`config.mk`:
```
export PLATFORM = sky130hd
export DESIGN_NAME = id_hazard_ctrl
export DESIGN_NICKNAME = d
export VERILOG_FILES = /design/src/rtl/id_hazard_ctrl.sv
export SDC_FILE = /design/constraint.sdc
export NUM_CORES = 1
export LEC_CHECK = 0
export ABC_CLOCK_PERIOD_IN_PS = 3600
export CAP_MARGIN = 30
export CORE_MARGIN = 5
export CORE_UTILIZATION = 29
export CTS_CLUSTER_DIAMETER = 100
export DETAILED_ROUTE_END_ITERATION = 12
export HOLD_SLACK_MARGIN = 0.12
export MAX_ROUTING_LAYER = met4
export PLACE_DENSITY = 0.79
export SLEW_MARGIN = 10
export SYNTH_ARGS = -nofsm -noshare
export SYNTH_HDL_FRONTEND = slang
export SYNTH_SLANG_ARGS = --single-unit
```
`constraint.sdc`:
```
create_clock -name clk -period 3.6 [get_ports clk]
set_input_delay 1.08 -clock clk [delete_from_list [all_inputs] [get_ports clk]]
set_output_delay 1.08 -clock clk [all_outputs]
set_load 0.005 [all_outputs]
```
`src/rtl/id_hazard_ctrl.sv`:
```
// id_hazard_ctrl: pipeline hazard controller for the IF/ID and ID/EX boundary.
//
// Detects load-use hazards between the instruction in IF/ID and a load in EX.
// Inserts LOAD_STALL_CYCLES bubbles for each hazard. Flushes for FLUSH_CYCLES
// cycles when EX resolves a taken branch or jump. A redirect always wins over
// a load-use stall.
//
// Parameters:
//   LOAD_STALL_CYCLES  1..3  bubbles per load-use hazard
//   FLUSH_CYCLES       1..3  bubbles per taken branch/jump
//
// Ports:
//   clk, rst_n         clock, synchronous active-low reset
//   id_inst[31:0]      instruction in IF/ID
//   ex_mem_read        instruction in EX is a load
//   ex_rd[4:0]         destination register of instruction in EX
//   ex_redirect        branch taken / jump resolved in EX this cycle
//   pc_write           PC update enable
//   if_id_write        IF/ID load enable
//   if_id_flush        clear IF/ID to NOP
//   id_ex_bubble       load NOP into ID/EX
//   busy               controller is in a multi-cycle stall or flush
//
// Optional feature, enabled by defining ID_HAZARD_PERF_EN:
//   stall_count[31:0]  saturating count of load-use bubble cycles
//   flush_count[31:0]  saturating count of redirect bubble cycles
module id_hazard_ctrl #(
    parameter int unsigned LOAD_STALL_CYCLES = 1,
    parameter int unsigned FLUSH_CYCLES      = 1
) (
    input  logic        clk,
    input  logic        rst_n,
    input  logic [31:0] id_inst,
    input  logic        ex_mem_read,
    input  logic [4:0]  ex_rd,
    input  logic        ex_redirect,
    output logic        pc_write,
    output logic        if_id_write,
    output logic        if_id_flush,
    output logic        id_ex_bubble,
    output logic        busy
`ifdef ID_HAZARD_PERF_EN
    ,
    output logic [31:0] stall_count,
    output logic [31:0] flush_count
`endif
);

    typedef enum logic [1:0] {StRun, StLuStall, StBrFlush} state_e;

    // Counter value on entry. It counts the bubbles that remain after the
    // entry cycle.
    localparam logic [1:0] LuLoad = 2'(LOAD_STALL_CYCLES - 1);
    localparam logic [1:0] FlLoad = 2'(FLUSH_CYCLES - 1);

    state_e     state_q, state_d;
    logic [1:0] cnt_q, cnt_d;

    logic [6:0] opcode;
    logic [4:0] rs1, rs2;
    logic       use_rs1, use_rs2;
    logic       lu_hit;
    logic       flush_evt, stall_evt;

    assign opcode = id_inst[6:0];
    assign rs1    = id_inst[19:15];
    assign rs2    = id_inst[24:20];

    // Immediate and funct bits play no part in hazard detection.
    logic unused_inst_bits;
    assign unused_inst_bits = ^{id_inst[31:25], id_inst[14:7]};

    always_comb begin
        use_rs1 = 1'b0;
        use_rs2 = 1'b0;
        case (opcode)
            7'b0110011, 7'b0100011, 7'b1100011: begin
                use_rs1 = 1'b1;
                use_rs2 = 1'b1;
            end
            7'b0010011, 7'b0000011, 7'b1100111: use_rs1 = 1'b1;
            default: ;
        endcase
    end

    // ex_rd != 0 already excludes an x0 source from matching.
    assign lu_hit = ex_mem_read && (ex_rd != 5'd0) &&
                    ((use_rs1 && (rs1 == ex_rd)) || (use_rs2 && (rs2 == ex_rd)));

    always_comb begin
        state_d   = state_q;
        cnt_d     = cnt_q;
        flush_evt = 1'b0;
        stall_evt = 1'b0;

        unique case (state_q)
            StRun: begin
                if (ex_redirect) begin
                    flush_evt = 1'b1;
                    if (FLUSH_CYCLES > 1) begin
                        state_d = StBrFlush;
                        cnt_d   = FlLoad;
                    end
                end else if (lu_hit) begin
                    stall_evt = 1'b1;
                    if (LOAD_STALL_CYCLES > 1) begin
                        state_d = StLuStall;
                        cnt_d   = LuLoad;
                    end
                end
            end
            StLuStall: begin
                if (ex_redirect) begin
                    // Abandon the stall: the stalled instruction is on the
                    // wrong path anyway.
                    flush_evt = 1'b1;
                    if (FLUSH_CYCLES > 1) begin
                        state_d = StBrFlush;
                        cnt_d   = FlLoad;
                    end else begin
                        state_d = StRun;
                    end
                end else begin
                    stall_evt = 1'b1;
                    if (cnt_q <= 2'd1) state_d = StRun;
                    else               cnt_d   = cnt_q - 2'd1;
                end
            end
            StBrFlush: begin
                flush_evt = 1'b1;
                if (ex_redirect)        cnt_d   = FlLoad;
                else if (cnt_q <= 2'd1) state_d = StRun;
                else                    cnt_d   = cnt_q - 2'd1;
            end
            default: state_d = StRun;
        endcase

        pc_write     = 1'b1;
        if_id_write  = 1'b1;
        if_id_flush  = 1'b0;
        id_ex_bubble = 1'b0;
        if (flush_evt) begin
            if_id_flush  = 1'b1;
            id_ex_bubble = 1'b1;
        end else if (stall_evt) begin
            pc_write     = 1'b0;
            if_id_write  = 1'b0;
            id_ex_bubble = 1'b1;
        end
        busy = (state_q != StRun);

        // Hold the front end quiet while reset is asserted.
        if (!rst_n) begin
            pc_write     = 1'b0;
            if_id_write  = 1'b0;
            if_id_flush  = 1'b1;
            id_ex_bubble = 1'b1;
            busy         = 1'b0;
            flush_evt    = 1'b0;
            stall_evt    = 1'b0;
        end
    end

    always_ff @(posedge clk) begin
        if (!rst_n) begin
            state_q <= StRun;
            cnt_q   <= 2'd0;
        end else begin
            state_q <= state_d;
            cnt_q   <= cnt_d;
        end
    end

`ifdef ID_HAZARD_PERF_EN
    logic [31:0] stall_count_q, flush_count_q;

    always_ff @(posedge clk) begin
        if (!rst_n) begin
            stall_count_q <= 32'd0;
            flush_count_q <= 32'd0;
        end else begin
            if (stall_evt && (stall_count_q != 32'hFFFF_FFFF)) begin
                stall_count_q <= stall_count_q + 32'd1;
            end
            if (flush_evt && (flush_count_q != 32'hFFFF_FFFF)) begin
                flush_count_q <= flush_count_q + 32'd1;
            end
        end
    end

    assign stall_count = stall_count_q;
    assign flush_count = flush_count_q;
`endif

endmodule

```
==> impl_metrics.ini, run 1 <==
[run_status]
outcome = completed

[die]
chip_width_um = 50.4
floorplan.initialDensity_pct = 31.1
ios = 46
core_region_area_um2 = 1520
chipHeight_um = 50.4
design.die.area_um2 = 2540
floorplan.rows = 14

[power]
totalPowerFinal_uw = 164
power.static_leakage_nw = 0.399
irDropWorstVdd_mv = 0.194
power_density_nw_per_um2 = 183

[global_routing]
maximum_number_of_pins_on_one_net_before_global_route_repair = 7
globalRouteOverflowTotal = 0
global_route.usage.total_pct = 14.4
grt_pass1_vias = 632
grt_first_pass_wirelength_um = 2760
grt_antenna_before_repair = 0

[critical_path]
crit_path_start = id_inst[3]
worstReg2RegEnd = state_q[1]
cp_data_arrival_time_ns = 2.46
r2r_setup_slack_ns = 2.17
critical_path_required_ns = 2.52
type_of_origin_of_the_critical_path = primary input
crit_path_end = if_id_write
worstRegToRegCells = 6
timing.critical_path.cells = dlygate4sd2_1, nand4b_1, or4_4, o311a_1, buf_2
critical_path.slowest_cell = or4_4
cp_max_fo = 2
worstSetupPathType = in -> out
worstSetupEndpointType = output port
critPathMaxStageDelay_ns = 0.50
timing.rr.start = state_q[1]

[logic_synthesis]
synth_top_cells_by_area = xnor2_1 (18%), dfxtp_1 (17%), ha_1 (13%)
mappedNetlistNets = 105
synth_top_cell_area_share_pct = 18.5
synth_area_per_cell_um2 = 8.04
synth_largest_area_cell = xnor2_1
synth_cells = 59
synth-seq-area-share_pct = 16.9
netlist_area_um2 = 474
synth_seq_cells = 4
ys.warnings.count = 0
netlist-cell-type-count = 27

[layout]
final_cell_area_um2 = 896
fillerInstances = 142
layout-drive-gt1-share_pct = 17.5
num-nets-final = 145
mostFrequentLayoutCell = dlygate4sd2_1
most-common-layout-cells = dlygate4sd2_1 (16), clkdlybuf4s50_1 (9), xnor2_1 (6)
syn_to_final_growth_pct = 88.9
diode_insertion_count_for_antenna_repair = 0
utilization_pct = 58.8

[timing]
unrepaired_setup_endpoints_after_global_routing = no
timing_worst_slew_pin_value_ns = 0.214
timing.final.crit_period_ns = 3.54
fin_crit_sh_pct = 98.3
maxSlewHeadroom_pct = 85.6
finalSetupViolCount = 0
finalHoldViolations = 0
fmax_mhz = 282
fin_skew_ns = 0.00296
final_critical_path_setup_slack_ns = 0.0595
hold_ws_ns = 0.513
slew_violations = 0

[detailed_routing]
drtPass1Iterations = 2
via_count = 565
wl_um = 1550
detail_route.vias_per_cell = 5.00
drt_drc_violations_left = 0
antenna_violating_nets_post_route = 0
final_routed_wire_length_divided_by_cell_count_um = 13.7
drtIter0Drc = 2

[worst_hold_path]
timing.hold.worst.class = reg -> reg

[placement]
dpl_worst_slack_ns = -0.479
place_area_um2 = 832
place_hpwl_um = 1270
gp_routability_congestion = 0.767
port-buffer-count = 30

[clocking]
cts.root.buffer_cell = clkbuf_4
clk_latency_ns = 0.24
inserted_clock_buffers = 3
clock_sinks = 4
tritoncts = yes
worst_setup_hold_path_clk_slew_ns = 0.04
clk_path_buf_depth = 2
holdBufCountCts = 0
ctsHtreeMaxLevel = 1

[run]
timing.max_cap.violations = 0
-- worst max-delay path, delay by kind of cell --
kind / cells / cell delay [ns]
AO/OA/AOI/OAI: 1 / 0.36
buffers and inverters: 2 / 0.36
AND/OR/NAND/NOR: 2 / 0.66
-- cell families (layout without fill, tap and decap cells) --
group,Yosys count,after routing,share of synthesized area [%]
buffers and inverters,6,44,5.80
AO/OA/AOI/OAI,11,11,16.4
adder cells (fa/ha/maj),5,5,13.2
XOR/XNOR,10,10,18.5
AND/OR/NAND/NOR,23,23,29.3
flip-flops,4,4,16.9
-- cell type report --
cell class                 count  area, um2  area share [%]
sequential                     4       80.1            8.94
timing repair buffer          36        342            38.1
tap                           16       20.0            2.23
clock buffer                   3       22.5            2.51
inverter                       5       20.0            2.23
multi-input combinational     49        412            45.9
-- per-stage QoR --
stage	instances	setup TNS [ns]
floorplan	59	0
global placement	110	-1.33
detailed placement	110	-1.37
CTS	113	0
global route	113	0
finish	113	0
-- sequential cells by signal, summed over array words and instances (netlist names) --
register	flops
state_q	2
cnt_q	2
-- routing by layer --
layer	track usage [%]	routed length [um]
met5	-	0
met4	6.81	37
met3	5.92	114
met2	23.2	804
met1	15.0	593
-- cells in the mapped netlist, drive strengths merged --
cell and n:
and2 2, nor2b 3, nand3 2, inv 4, o211ai 2, o21ai 2
or4 2, nor2 5, and2b 1, xnor2 10, o22a 1, nand2 1
nand4b 2, a21oi 1, o22ai 1, ha 5, nand2b 1, nor3 1
a22oi 1, dfxtp 4, a21o 1, and3b 2, o311a 1, nand4 1
clkinvlp 1, a21boi 1, buf 1
-- worst min path at each step --
stage                     startpoint          to  slack, ns  cells after the start
after floorplan           state_q[0]  state_q[0]       0.47                      1
after global placement    state_q[0]  state_q[0]       0.50                      1
after detailed placement  state_q[0]  state_q[0]       0.51                      1
after CTS                 state_q[0]  state_q[0]       0.51                      1
after global routing      state_q[0]  state_q[0]       0.54                      1
final                     state_q[0]  state_q[0]       0.51                      1
-- what timing repair did --
item	CTS	global route
pin swaps	10	6
setup buffers	1	0
setup endpoints to repair	4	2
resized for setup	34	4
endpoints found under the hold margin	0	0
-- report_power, final --
part	leakage, nW	internal, mW	total (mW)	switching [mW]
logic	0.353	0.0409	0.0628	0.0220
registers	0.0322	0.0445	0.0445	0.0000000000000000123
clock network	0.0138	0.0373	0.0565	0.0191
No activity file was read; power rests on OpenSTA's default activity.
==> run 2, diff against run 1 <==
--- a/config.mk
+++ b/config.mk
@@ -13,7 +13,7 @@
 export DETAILED_ROUTE_END_ITERATION = 12
 export HOLD_SLACK_MARGIN = 0.12
 export MAX_ROUTING_LAYER = met4
-export PLACE_DENSITY = 0.79
+export PLACE_DENSITY = 0.88
 export SLEW_MARGIN = 10
 export SYNTH_ARGS = -nofsm -noshare
 export SYNTH_HDL_FRONTEND = slang
==> constraint.sdc (replaced) <==
create_clock -name clk -period 3.6 [get_ports clk]
set_input_delay 0.72 -clock clk [delete_from_list [all_inputs] [get_ports clk]]
set_output_delay 0.72 -clock clk [all_outputs]
set_load 0.005 [all_outputs]
==> impl_metrics.ini, run 2 (synthesis gave the netlist of run 1 again) <==
[layout]
layout-drive-gt1-share_pct = 5.43
syn_to_final_growth_pct = 72.3
num-nets-final = 140
mostFrequentLayoutCell = clkdlybuf4s50_1
diode_insertion_count_for_antenna_repair = 0
most-common-layout-cells = clkdlybuf4s50_1 (30), xnor2_1 (10), nor2_1 (5), ha_1 (5)
largest_registers = cnt_q x2, state_q x2

[timing]
timing_worst_slew_pin_value_ns = 0.217
timing.final.crit_period_ns = 3.39
finalSetupViolCount = 0
slew_violations = 0
unrepaired_setup_endpoints_after_global_routing = no
setup_total_negative_slack_ns = 0
final_critical_path_setup_slack_ns = 0.209
fin_crit_sh_pct = 94.2
fmax_mhz = 295
finalHoldViolations = 0
fin_skew_ns = 0.00134
maxSlewHeadroom_pct = 85.5

[critical_path]
critPathMaxStageDelay_ns = 0.53
critical-path-top-delay-family = buffers and inverters
critical_path.slowest_cell = clkdlybuf4s50_1
cp_max_fo = 3
buffer_and_inverter_count_on_the_worst_path = 2
cp_data_arrival_time_ns = 2.67
type_of_origin_of_the_critical_path = primary input
timing.critical_path.cells = clkdlybuf4s50_1, or4_1, nor2_1, or4_1, o311a_1, clkdlybuf4s50_1
worstSetupPathType = in -> out
total_stage_count_of_the_critical_path = 6
critical_path_required_ns = 2.88
worstSetupEndpointType = output port
worstRegToRegCells = 6

[die]
design.die.area_um2 = 2540
ios = 46
chipHeight_um = 50.4
floorplan.rows = 14
chip_width_um = 50.4
floorplan.initialDensity_pct = 31.1
core_region_area_um2 = 1520

[power]
irDropWorstVdd_mv = 0.197
power_density_nw_per_um2 = 189
power.static_leakage_nw = 0.296
totalPowerFinal_uw = 154

[detailed_routing]
wl_um = 1300
met2_length_um = 638
route.layer.met1.wl_um = 554
drt_drc_violations_left = 0
wl_met3_um = 105
drtPass1Iterations = 3
final_routed_wire_length_divided_by_cell_count_um = 12.0
via_count = 526
antenna_violating_nets_post_route = 0
drtIter0Drc = 2
maxUsedRoutingLayer = met3
detail_route.vias_per_cell = 4.87

[global_routing]
global_route.usage.total_pct = 11.2
globalRouteOverflowTotal = 0
maximum_number_of_pins_on_one_net_before_global_route_repair = 7
grt_antenna_before_repair = 0
grt_pass1_vias = 550
grt_first_pass_wirelength_um = 2220

[placement]
gp_routability_congestion = 0.684
dpl_worst_slack_ns = 0.212
port-buffer-count = 30
place_hpwl_um = 1180

[worst_hold_path]
whs_path_depth = 1
timing.hold.worst.class = reg -> reg

[clocking]
inserted_clock_buffers = 3
clk_path_buf_depth = 2
post-cts-setup-buffer-count = 0
clk_latency_ns = 0.23
ctsHtreeMaxLevel = 1
post_cts_resized = 0
tritoncts = yes
holdBufCountCts = 0
clock_sinks = 4
worst_setup_hold_path_clk_slew_ns = 0.04
cts.root.buffer_cell = clkbuf_4

[run]
timing.max_cap.violations = 0

[run_status]
outcome = completed
## run 2: cell count changes in the layout (fill, tap and decap cells not counted), sizes merged
cell,change
buf,-7
clkdlybuf4s50,+21
dlygate4sd2,-16
dlymetal6s2s,-3
## run 2: power breakdown
group          internal, mW  total (mW)  leakage (nW)          switching, mW
clock network        0.0371      0.0533        0.0138                 0.0161
logic                0.0394      0.0562         0.250                 0.0167
registers            0.0446      0.0446        0.0322  0.0000000000000000115
total                 0.121       0.154         0.296                 0.0329
## run 2: routing by layer
metal,track usage (%),vias to the layer above
li1,-,274
met1,12.7,238
met2,17.6,14
met3,6.51,0
met4,1.28,0
met5,-,-
## run 2: layout make-up
class                           instances  area (um2)
Fill cell                             149         707
Clock buffer                            3        22.5
Multi-Input combinational cell         49         367
Tap cell                               16        20.0
Inverter                                5        20.0
Timing Repair Buffer                   31         308
Sequential cell                         4        80.1
## run 2: worst reg2reg max path, stage by stage, from the launching register on
cell and delay [ns]:
dfxtp_1 0.40, inv_1 0.09, ha_1 0.26, and3b_1 0.16
o22ai_1 0.12, a21boi_0 0.11, and2_1 0.16
## run 2: final timing paths
check | startpoint | to | slack (ns)
setup / recovery | ex_rd[3] | pc_write | 0.21
hold / removal | state_q[0] | state_q[0] | 0.52
setup reg to reg | state_q[1] | state_q[1] | 2.19
hold reg to reg | state_q[0] | state_q[0] | 0.52
## run 2: metrics by stage
| stage | hold slack (ns) | utilization (%) | cell area [um2] | instances |
|---|---|---|---|---|
| floorplan | 0.473 | - | 474 | 59 |
| global placement | 0.502 | 52.1 | 795 | 105 |
| detailed placement | 0.511 | 52.1 | 795 | 105 |
| CTS | 0.517 | 53.6 | 817 | 108 |
| global route | 0.536 | 53.6 | 817 | 108 |
| finish | 0.517 | 53.6 | 817 | 108 |
